`src/rtl/tile_vector_driver_if.sv`:
```
// Controller-side bundle for tile_vector_driver: run request, run parameters
// and completion status.
interface tile_vector_driver_if;
  logic        start;
  logic        mode;
  logic [7:0]  seed;
  logic [8:0]  count;
  logic [15:0] expected_sig;
  logic        busy;
  logic        done;
  logic [15:0] signature;
  logic        pass;

  modport master (
    output start, mode, seed, count, expected_sig,
    input  busy, done, signature, pass
  );

  modport slave (
    input  start, mode, seed, count, expected_sig,
    output busy, done, signature, pass
  );
endinterface

```
`src/rtl/tile_vector_driver.sv`:
```
// Drives a combinational microtile with a counter/LFSR vector sequence and
// folds each response into a 16-bit MISR, comparing against a golden value.
module tile_vector_driver #(
  parameter int unsigned SETTLE_CYCLES = 2
) (
  input  logic                 clk,
  input  logic                 rst,
  tile_vector_driver_if.slave  ctl,
  output logic [7:0]           tile_ui_in,
  input  logic [7:0]           tile_uo_out
);

  typedef enum logic {IDLE, DRIVE} state_t;

  localparam logic [3:0] SETTLE_INIT = 4'(SETTLE_CYCLES);

  state_t      state;
  logic        lat_mode;
  logic [15:0] lat_exp;
  logic [8:0]  remaining;
  logic [3:0]  settle;
  logic [15:0] sig_next;

  function automatic logic [7:0] advance(input logic m, input logic [7:0] v);
    if (m) advance = {v[6:0], v[7] ^ v[5] ^ v[4] ^ v[3]};
    else   advance = v + 8'd1;
  endfunction

  always_comb begin
    sig_next = {ctl.signature[14:0],
                ctl.signature[15] ^ ctl.signature[13] ^
                ctl.signature[12] ^ ctl.signature[10]} ^ {8'h00, tile_uo_out};
  end

  // tile_ui_in doubles as the current-vector register; it is zeroed in IDLE.
  always_ff @(posedge clk or posedge rst) begin
    if (rst) begin
      state         <= IDLE;
      lat_mode      <= 1'b0;
      lat_exp       <= '0;
      remaining     <= '0;
      settle        <= '0;
      tile_ui_in    <= '0;
      ctl.busy      <= 1'b0;
      ctl.done      <= 1'b0;
      ctl.signature <= '0;
      ctl.pass      <= 1'b0;
    end else begin
      ctl.done <= 1'b0;
      case (state)
        IDLE: begin
          if (ctl.start) begin
            ctl.signature <= '1;
            if (ctl.count == '0) begin
              ctl.pass <= (ctl.expected_sig == '1);
              ctl.done <= 1'b1;
            end else begin
              lat_mode   <= ctl.mode;
              lat_exp    <= ctl.expected_sig;
              remaining  <= ctl.count;
              settle     <= SETTLE_INIT;
              tile_ui_in <= (ctl.mode && ctl.seed == '0) ? 8'h01 : ctl.seed;
              ctl.pass   <= 1'b0;
              ctl.busy   <= 1'b1;
              state      <= DRIVE;
            end
          end
        end
        DRIVE: begin
          if (settle != '0) begin
            settle <= settle - 4'd1;
          end else begin
            ctl.signature <= sig_next;
            remaining     <= remaining - 9'd1;
            if (remaining == 9'd1) begin
              state      <= IDLE;
              tile_ui_in <= '0;
              ctl.busy   <= 1'b0;
              ctl.done   <= 1'b1;
              ctl.pass   <= (sig_next == lat_exp);
            end else begin
              tile_ui_in <= advance(lat_mode, tile_ui_in);
              settle     <= SETTLE_INIT;
            end
          end
        end
        default: state <= IDLE;
      endcase
    end
  end

endmodule
```
`src/flat_wrapper.sv`:
```
// flat-port wrapper written by rule: the top's interface ports become plain ports
module tile_vector_driver_flat 
#(
  parameter int unsigned SETTLE_CYCLES = 2
)
  (clk, rst, tile_ui_in, tile_uo_out, ctl_start, ctl_mode, ctl_seed, ctl_count, ctl_expected_sig, ctl_busy, ctl_done, ctl_signature, ctl_pass);
  tile_vector_driver_if ctl_i ();
  input  logic clk;
  input  logic rst;
  output logic [7:0] tile_ui_in;
  input  logic [7:0] tile_uo_out;
  input wire logic [$bits(ctl_i.start)-1:0] ctl_start;
  input wire logic [$bits(ctl_i.mode)-1:0] ctl_mode;
  input wire logic [$bits(ctl_i.seed)-1:0] ctl_seed;
  input wire logic [$bits(ctl_i.count)-1:0] ctl_count;
  input wire logic [$bits(ctl_i.expected_sig)-1:0] ctl_expected_sig;
  output wire logic [$bits(ctl_i.busy)-1:0] ctl_busy;
  output wire logic [$bits(ctl_i.done)-1:0] ctl_done;
  output wire logic [$bits(ctl_i.signature)-1:0] ctl_signature;
  output wire logic [$bits(ctl_i.pass)-1:0] ctl_pass;
  assign ctl_i.start = ctl_start;
  assign ctl_i.mode = ctl_mode;
  assign ctl_i.seed = ctl_seed;
  assign ctl_i.count = ctl_count;
  assign ctl_i.expected_sig = ctl_expected_sig;
  assign ctl_busy = ctl_i.busy;
  assign ctl_done = ctl_i.done;
  assign ctl_signature = ctl_i.signature;
  assign ctl_pass = ctl_i.pass;
  tile_vector_driver #(.SETTLE_CYCLES(SETTLE_CYCLES)) u_core (.clk(clk), .rst(rst), .ctl(ctl_i), .tile_ui_in(tile_ui_in), .tile_uo_out(tile_uo_out));
endmodule
```
`config.mk`:
```
export PLATFORM = sky130hd
export DESIGN_NAME = tile_vector_driver_flat
export DESIGN_NICKNAME = d
export VERILOG_FILES = /design/src/rtl/tile_vector_driver_if.sv /design/src/rtl/tile_vector_driver.sv /design/src/flat_wrapper.sv
export SDC_FILE = /design/constraint.sdc
export NUM_CORES = 1
export LEC_CHECK = 0
export ABC_AREA = 1
export BUFFER_PORTS_ARGS = -buffer_cell sky130_fd_sc_hd__clkbuf_2
export CAP_MARGIN = 40
export CORE_MARGIN = 2
export CORE_UTILIZATION = 50
export CTS_BUF_LIST = sky130_fd_sc_hd__clkbuf_4 sky130_fd_sc_hd__clkbuf_8
export DETAILED_ROUTE_END_ITERATION = 8
export PLACE_DENSITY = 0.81
export SETUP_SLACK_MARGIN = 0.15
export SLEW_MARGIN = 10
export SYNTH_ARGS = -nofsm -noshare
export SYNTH_HDL_FRONTEND = slang
export SYNTH_SLANG_ARGS = --single-unit
```
`constraint.sdc`:
```
create_clock -name clk -period 2 [get_ports clk]
set_clock_uncertainty 0.05 [all_clocks]
set_input_delay 0.2 -clock clk [delete_from_list [all_inputs] [get_ports clk]]
set_output_delay 0.2 -clock clk [all_outputs]
set_load 0.05 [all_outputs]
```
Yosys cells after proc, flatten, opt, wreduce, memory -nomap -nowiden
Index checks and enable logic that the tools add are counted.
{ "op_classes": {"n_addsub": 3, "n_eq_ne": 8, "muxes": 39, "n_bitwise": 9, "reduce_logical": 10} }
{ "op_table": {"columns": ["operator", "count"], "rows": [
  ["$mux 8", 6],
  ["$mux 16", 2],
  ["$pmux 16 s2", 1],
  ["$mux 9", 3],
  ["$pmux 9 s2", 1],
  ["$eq 16x16->1", 1],
  ["$eq 16x16->1 const B", 1],
  ["$mux 1", 16],
  ["$mux 4", 4],
  ["$pmux 8 s2", 1],
  ["$xor 16x8->16", 1],
  ["$reduce_and 3->1", 4],
  ["$eq 9x1->1 const B", 1],
  ["$logic_not 9->1", 1],
  ["$sub 9x1->9 const B", 1],
  ["$add 8x1->8 const B", 1],
  ["$logic_not 8->1", 1],
  ["$ne 2x2->1 const B", 4],
  ["$pmux 1 s2", 4],
  ["$pmux 4 s2", 1],
  ["$xor 1x1->1", 6],
  ["$reduce_and 4->1", 1],
  ["$reduce_bool 4->1", 1],
  ["$sub 4x1->4 const B", 1],
  ["4 further kinds", 5]
]} }
{ "totals": {"regBits": 58, "output_inout_bits": 27} }

Longest topological paths before layout
Gate-level depths: netlist (run 1).
{ "logic_depth": {"depth_word": 8, "ltp_mapped": 12, "ltp_nobuf": 11} }

Least setup slack after synthesis (run 1)
Ideal clock, no wire load.
{ "synth_timing": {"path_kind": "register to register", "from": "register u_core.tile_ui_in[0]", "to": "register u_core.tile_ui_in[6]", "setup_time_ns": 0.073, "arrival_ns": 1.614, "required_time_ns": 1.877, "path_slack_ns": 0.263, "path_stages_with_launch": 10, "path_buffers": 0, "period_less_slack_ns": 1.737, "cell_sequence": "dfrtp_1 > ha_1 > nand2_1 > inv_1 > nand3_1 > nand2_1 > nand2_1 > xor2_1 > nand2_1 > a21oi_2"} }
{ "synth_via": {"elab_chain_len": 5} }
{ "synth_lines": {"columns": ["item", "line", "rtl"], "rows": [
  ["start: declaration", "tile_vector_driver.sv:9", "output logic [7:0] tile_ui_in,"],
  ["start signal: assignment", "tile_vector_driver.sv:62", "tile_ui_in <= (ctl.mode && ctl.seed == '0) ? 8'h01 : ctl.seed;"],
  ["start signal: assignment", "tile_vector_driver.sv:82", "tile_ui_in <= advance(lat_mode, tile_ui_in);"],
  ["$add 8x1->8", "tile_vector_driver.sv:26", "else advance = v + 8'd1;"],
  ["$mux 8", "tile_vector_driver.sv:25", "if (m) advance = {v[6:0], v[7] ^ v[5] ^ v[4] ^ v[3]};"],
  ["$mux 8", "tile_vector_driver.sv:75", "if (remaining == 9'd1) begin"],
  ["$mux 8", "tile_vector_driver.sv:70", "if (settle != '0) begin"],
  ["$pmux 8 s2", "tile_vector_driver.sv:50", "case (state)"]
]} }
No other way between the ends. The select of a mux whose other input is x is not followed.
A chain may end at the register's enable or synchronous reset.

==> impl_metrics.yaml, run 1 <==
place:
  io_buffer_count: 71
  dp_hpwl_um: 6100
  placed_cells: 596
  place_ws_ns: 0.0894
  gp_congestion: 0.867
logic_synthesis:
  synth_area_um2: 3420
  avgSynthCellArea_um2: 7.57
  syn_inst: 452
  synth_largest_area_cell: "dfrtp_1"
  synth_top_area_share_pct: 42.4
  syn-num-nets: 502
  seq_area_frac_synth_pct: 42.4
  ys_warn_count: 0
  synthTopCellsByArea: "dfrtp_1 42%, nand2_1 14%, o21ai_0 6.0%"
  synth-seq-cells: 58
  yosys.cell_types.count: 40
layout:
  final_layout_size_suffix_gt1_share_pct: 26.1
  antenna_cells: 0
  synthToLayoutAreaGrowth_pct: 24.4
  nets: 592
  final_cells: 627
sta:
  rsz0062_at_grt: "yes"
  max_freq_mhz: 548
  fin_ws_ns: 0.174
  hold_viol_final: 0
  layout_min_cycle_time_ns: 1.83
  drv_slew: 0
  finalSetupViolCount: 0
  maxSlewHeadroom_pct: 76.6
  setup_tns_ns: 0
  final.period_utilization_pct: 91.3
  worst_slew_pin_slew_ns: 0.351
clocking:
  worstSkewPairLatency_ns: 0.33
  htree_levels: 3
  root_buffer: "clkbuf_8"
  clk_pin_slew_ns: 0.07
  clock_path_buffers: 2
  clkSinkCount: 58
  tritoncts: "yes"
  cts_made_buffers: 9
critical_path:
  r2r_start: "u_core.settle[1]$_DFFE_PP0P_"
  crit_arrival_ns: 1.97
  reg2reg_depth: 10
  path_cells: "inv_2, ha_4, nand2_4, nor2_4, nand2_4, nand2_8, nand2_8, nor2_4, clkbuf_16, o21ai_0"
  crit_path_max_incr_delay_ns: 0.39
  cp-start-kind: "flop"
  r2r_end: "u_core.lat_exp[13]$_DFFE_PP0P_"
  ff2ff_setup_slack_ns: 0.17
  end_kind: "flop"
  worstSetupPathType: "reg -> reg"
  crit_fanout: 8
  crit_slowest_cell: "dfrtp_1"
  critPathRequiredTime_ns: 2.15
route:
  wl_per_cell_um: 13.8
  drtIter0Drc: 203
  postRouteAntennaNets: 0
  drc: 0
  drt_wl_total_um: 8640
  drt-pass1-iter-count: 5
  via_per_inst: 5.33
  vias: 3342
global_route:
  grt_usage_pct: 23.1
  grt_start_max_net_pins: 59
  overflow: 0
  grt_pass1_wl_um: 13800
  grt_pass1_vias: 3008
  antenna_found_initial: 0
floorplan:
  die_y_um: 86.7
  dieArea_um2: 7520
  start_util_pct: 50.9
  std_cell_rows: 30
  dieWidth_um: 86.7
  ios: 72
  core_area_um2: 6720
hold_path:
  min_path_type: "in -> reg"
  hold_depth: 3
  hold_end: "u_core.lat_exp[5]$_DFFE_PP0P_"
  min_from: "ctl_expected_sig[5]"
pwr:
  power.density_nw_per_um2: 1480
  max-vdd-ir-drop_mv: 0.656
  p_leak_nw: 2.15
flow_run:
  cap_violations: 0
run_status:
  status: "complete, no violations"
worst max-delay path: cells and delay by family (launching register included):
kind	cells	cell delay [ns]
DFF	1	0.39
buffers and inverters	2	0.30
AOI/OAI and AO/OA	1	0.09
adders and majority gates	1	0.14
and+or+nand+nor	6	0.71
layer usage:
metal  vias up  share of wire, %  global-route usage [%]
met5         -                 0                       0
met4         0              0.46                    5.68
met3         9               7.1                    4.95
met2       139                49                    37.4
met1      1564                44                    31.6
li1       1630                 -                       -
repair_timing:
item,CTS,global route
hold buffers,1,0
buffers inserted,0,10
pin swaps,0,6
hold endpoints to repair,58,0
endpoints found under the setup margin,21,32
cloned,0,4
resized for setup,3,17
cells by family after synthesis:
| logic type | share of synthesized area [%] |
|---|---|
| adders and majority gates | 1.83 |
| xor gates and xnor gates | 4.10 |
| DFF | 42.4 |
| AOI/OAI and AO/OA | 15.2 |
| and+or+nand+nor | 27.6 |
| buffers and inverters | 8.78 |
report_power, final:
part           switching, mW  internal [mW]  leakage (nW)
clock                  0.447          0.576         0.103
combinational           2.16           1.07          1.37
sequential             0.436           1.59         0.680
area by class of cell:
type / count / area [um^2]
Clock buffer: 14 / 180
Clock inverter: 2 / 10.0
Fill cell: 580 / 2470
Inverter: 54 / 213
Multi-Input combinational cell: 328 / 1730
Sequential cell: 58 / 1450
Tap cell: 80 / 100
Timing Repair Buffer: 91 / 572
metrics by stage:
stage | hold slack [ns] | power (mW) | util (%) | cell area, um^2
4_1_cts | 0.0335 | 6.12 | 60.5 | 4070
3_3_place_gp | 0.216 | 4.97 | 57.4 | 3850
3_5_place_dp | 0.221 | 5.07 | 57.4 | 3850
6_report | 0.0518 | 6.27 | 63.3 | 4250
5_1_grt | 0.0423 | 6.72 | 63.3 | 4250
2_1_floorplan | 0.267 | 4.39 | - | 3420
cell usage in the layout, fill, tap and decap left out, types with 3 or more instances in the layout:
cell type  instances
nand4_1            8
a21oi_1           14
clkbuf_2          71
nor2_1            43
clkbuf_8          12
o21ai_1           16
inv_1             46
dfrtp_1           58
nor3_1             5
o211ai_1           3
buf_4             14
a21oi_2            4
xnor2_1            6
nor2_2             4
nand2_4            3
ha_1               4
nand3_1           14
inv_2              6
nand2_1          129
a22oi_1            4
or2_2              4
xor2_1            10
o21ai_0           34
registers in the layout (all words and copies together), names as in the netlist:
| name | cells |
|---|---|
| u_core.ctl.busy | 1 |
| u_core.ctl.done | 1 |
| u_core.ctl.pass | 1 |
| u_core.ctl.signature | 16 |
| u_core.lat_exp | 16 |
| u_core.lat_mode | 1 |
| u_core.remaining | 9 |
| u_core.settle | 4 |
| u_core.state | 1 |
| u_core.tile_ui_in | 8 |
Yosys cell counts (all sizes together):
master,number
a21oi,18
o22a,1
nand3,15
dfrtp,58
nand4,8
o21ai,50
buf,9
a31oi,3
o22ai,4
xor2,10
o31ai,1
inv,54
nor3,6
nor2,49
xnor2,6
nand3b,2
ha,5
or2,4
a22oi,4
and2,1
o211ai,5
nand2,135
clkbuf,4
worst max-delay path by stage:
stage / start / end / slack (ns) / cells past startpoint
final: u_core.settle[1]$_DFFE_PP0P_ / u_core.lat_exp[13]$_DFFE_PP0P_ / 0.17 / 10
after global routing: u_core.settle[0]$_DFFE_PP0P_ / u_core.lat_exp[13]$_DFFE_PP0P_ / 0.09 / 10
after CTS: u_core.settle[0]$_DFFE_PP0P_ / u_core.lat_exp[3]$_DFFE_PP0P_ / 0.20 / 11
after detailed placement: u_core.settle[0]$_DFFE_PP0P_ / u_core.lat_exp[6]$_DFFE_PP0P_ / 0.09 / 11
after global placement: u_core.settle[0]$_DFFE_PP0P_ / u_core.lat_mode$_DFFE_PP0P_ / 0.20 / 10
after floorplan: u_core.tile_ui_in[0]$_DFFE_PP0P_ / u_core.tile_ui_in[6]$_DFFE_PP0P_ / 0.26 / 9
(Power assumes the default switching activity.)
==> run 2: changes to the inputs <==
Settings changed: BUFFER_PORTS_ARGS -buffer_cell sky130_fd_sc_hd__clkbuf_2 to unset, DONT_BUFFER_PORTS set to 1, GPL_ROUTABILITY_DRIVEN set to 0, PLACE_DENSITY 0.81 to 0.72.
==> run 2 against run 1 <==
  * Sequential share of layout area shrank 0.21 points
  * Global-route usage is 0.44 points higher
  * Clock-buffer cell count is 1 lower
  * Via count decreased by 3.1%
  * Total power decreased by 0.25%
  * Sequential power barely moved
  * Combinational power is essentially flat
  * Hold slack got worse by 0.042 ns
  * Register-to-register slack improved by 0.05 ns
  * Maximum frequency up 2.6%
  * Worst setup slack better by 0.046 ns
==> impl_metrics.yaml, run 2 (synthesis gave the netlist of run 1 again) <==
route:
  drtIter0Drc: 134
  drt_wl_total_um: 8770
  via_per_inst: 5.38
  postRouteAntennaNets: 0
  drt-pass1-iter-count: 5
  vias: 3239
  drc: 0
  wl_per_cell_um: 14.6
flow_run:
  cap_violations: 0
clocking:
  tritoncts: "yes"
  clock_path_buffers: 2
  clkSinkCount: 58
  cts_made_buffers: 9
  worstSkewPairLatency_ns: 0.33
  htree_levels: 3
  root_buffer: "clkbuf_8"
  clk_pin_slew_ns: 0.06
pwr:
  max-vdd-ir-drop_mv: 0.875
  p_leak_nw: 2.06
  power.density_nw_per_um2: 1460
layout:
  nets: 567
  fillCellCount: 575
  largestRegisters: "u_core.ctl.signature (16), u_core.lat_exp (16), u_core.remaining (9)"
  final_layout_size_suffix_gt1_share_pct: 18.4
  layout_common_cells: "129 x nand2_1, 58 x dfrtp_1, 46 x inv_1, 43 x nor2_1"
  antenna_cells: 0
  utilization_pct: 63.7
  synthToLayoutAreaGrowth_pct: 25.1
  final_cells: 602
  layout_commonest_cell: "nand2_1"
sta:
  hold_viol_final: 0
  setup_tns_ns: 0
  rsz0062_at_grt: "yes"
  drv_slew: 0
  maxSlewHeadroom_pct: 64.4
  finalSetupViolCount: 0
  worst_slew_pin_slew_ns: 0.534
  max_freq_mhz: 562
  layout_min_cycle_time_ns: 1.78
  fin_hold_ws_ns: 0.0102
  final.period_utilization_pct: 89.0
global_route:
  grt_start_max_net_pins: 28
  antenna_found_initial: 0
  grt_usage_pct: 23.5
  grt_pass1_vias: 3055
  grt_pass1_wl_um: 13700
  overflow: 0
critical_path:
  critPathRequiredTime_ns: 2.16
  path_cells: "inv_2, ha_4, nand2_2, nor2_4, nand2_4, nand2_4, nand2_8, nor2_4, buf_12, clkbuf_16, o21ai_0"
  crit_slowest_cell: "dfrtp_1"
  crit_path_max_incr_delay_ns: 0.41
  end_kind: "flop"
  crit_fanout: 7
  cp-start-kind: "flop"
  crit_arrival_ns: 1.94
  worstSetupPathType: "reg -> reg"
floorplan:
  die_y_um: 86.7
  std_cell_rows: 30
  ios: 72
  start_util_pct: 50.9
  core_area_um2: 6720
  dieArea_um2: 7520
  dieWidth_um: 86.7
place:
  dp_hpwl_um: 6080
  io_buffer_count: 0
  placed_cells: 550
hold_path:
  min_path_type: "in -> reg"
run_status:
  status: "complete, no violations"
## run 2: cell count changes in the layout (fill, tap and decap cells not counted), sizes merged
cell / before / now
buf: 17 / 42
clkbuf: 87 / 15
clkinv: 2 / 3
dlygate4sd3: 1 / 23
nand2: 136 / 135
## run 2: per-layer routing
layer,track usage (%),up-vias,share of wire [%]
met5,0,-,0
met4,11.2,0,3.2
met3,5.05,24,7.1
met2,38.9,126,47
met1,29.2,1502,43
li1,-,1587,-
## run 2: metrics by stage
stage          instance area (um^2)  power (mW)  worst slack (ns)
3_5_place_dp                   3670        5.13            0.0894
6_report                       4280        6.26             0.220
4_1_cts                        4100        6.16             0.182
5_1_grt                        4280        6.71             0.128
3_3_place_gp                   3670        5.05             0.199
2_1_floorplan                  3420        4.39             0.263
## run 2: final timing paths
kind / to / cells after the start / startpoint / slack [ns]
worst max-delay path: u_core.lat_exp[2]$_DFFE_PP0P_ / 11 / u_core.settle[0]$_DFFE_PP0P_ / 0.22
worst min-delay path: u_core.ctl.done$_DFF_PP0_ / 2 / ctl_start / 0.01
worst max register to register: u_core.lat_exp[2]$_DFFE_PP0P_ / 11 / u_core.settle[0]$_DFFE_PP0P_ / 0.22
worst min register to register: u_core.lat_exp[12]$_DFFE_PP0P_ / 2 / u_core.lat_exp[12]$_DFFE_PP0P_ / 0.45
max in group asynchronous: u_core.tile_ui_in[0]$_DFFE_PP0P_ / 3 / rst / 1.06
min in group asynchronous: u_core.lat_exp[11]$_DFFE_PP0P_ / 2 / rst / 0.28
## run 2: layout make-up
type	instances	area [um^2]	area share, %
Clock inverter	3	15.0	0.351
Tap cell	80	100	2.34
Sequential cell	58	1450	33.9
Multi-Input combinational cell	327	1700	39.8
Clock buffer	13	160	3.74
Timing Repair Buffer	67	638	14.9
Inverter	54	213	4.97
## run 2: what timing repair did
action                                  CTS  global route
resized for setup                         4            16
endpoints found under the hold margin    39             0
endpoints found under the setup margin   13            22
cloned                                    0             4
hold buffers                             23             0
setup buffers                             0             9
pin swaps                                 0             5
## run 2: report_power, final
part | leakage, nW | switching [mW] | total (mW) | internal [mW]
clock | 0.0974 | 0.440 | 0.959 | 0.519
sequential | 0.680 | 0.466 | 2.05 | 1.59
combinational | 1.28 | 2.09 | 3.25 | 1.15
total | 2.06 | 3.00 | 6.26 | 3.26
## run 2: worst max-delay path: cells and delay by family (launching register included)
family | cells | cell delay (ns)
buffers and inverters | 3 | 0.39
adders and majority gates | 1 | 0.13
AOI/OAI and AO/OA | 1 | 0.07
and+or+nand+nor | 6 | 0.61
DFF | 1 | 0.41
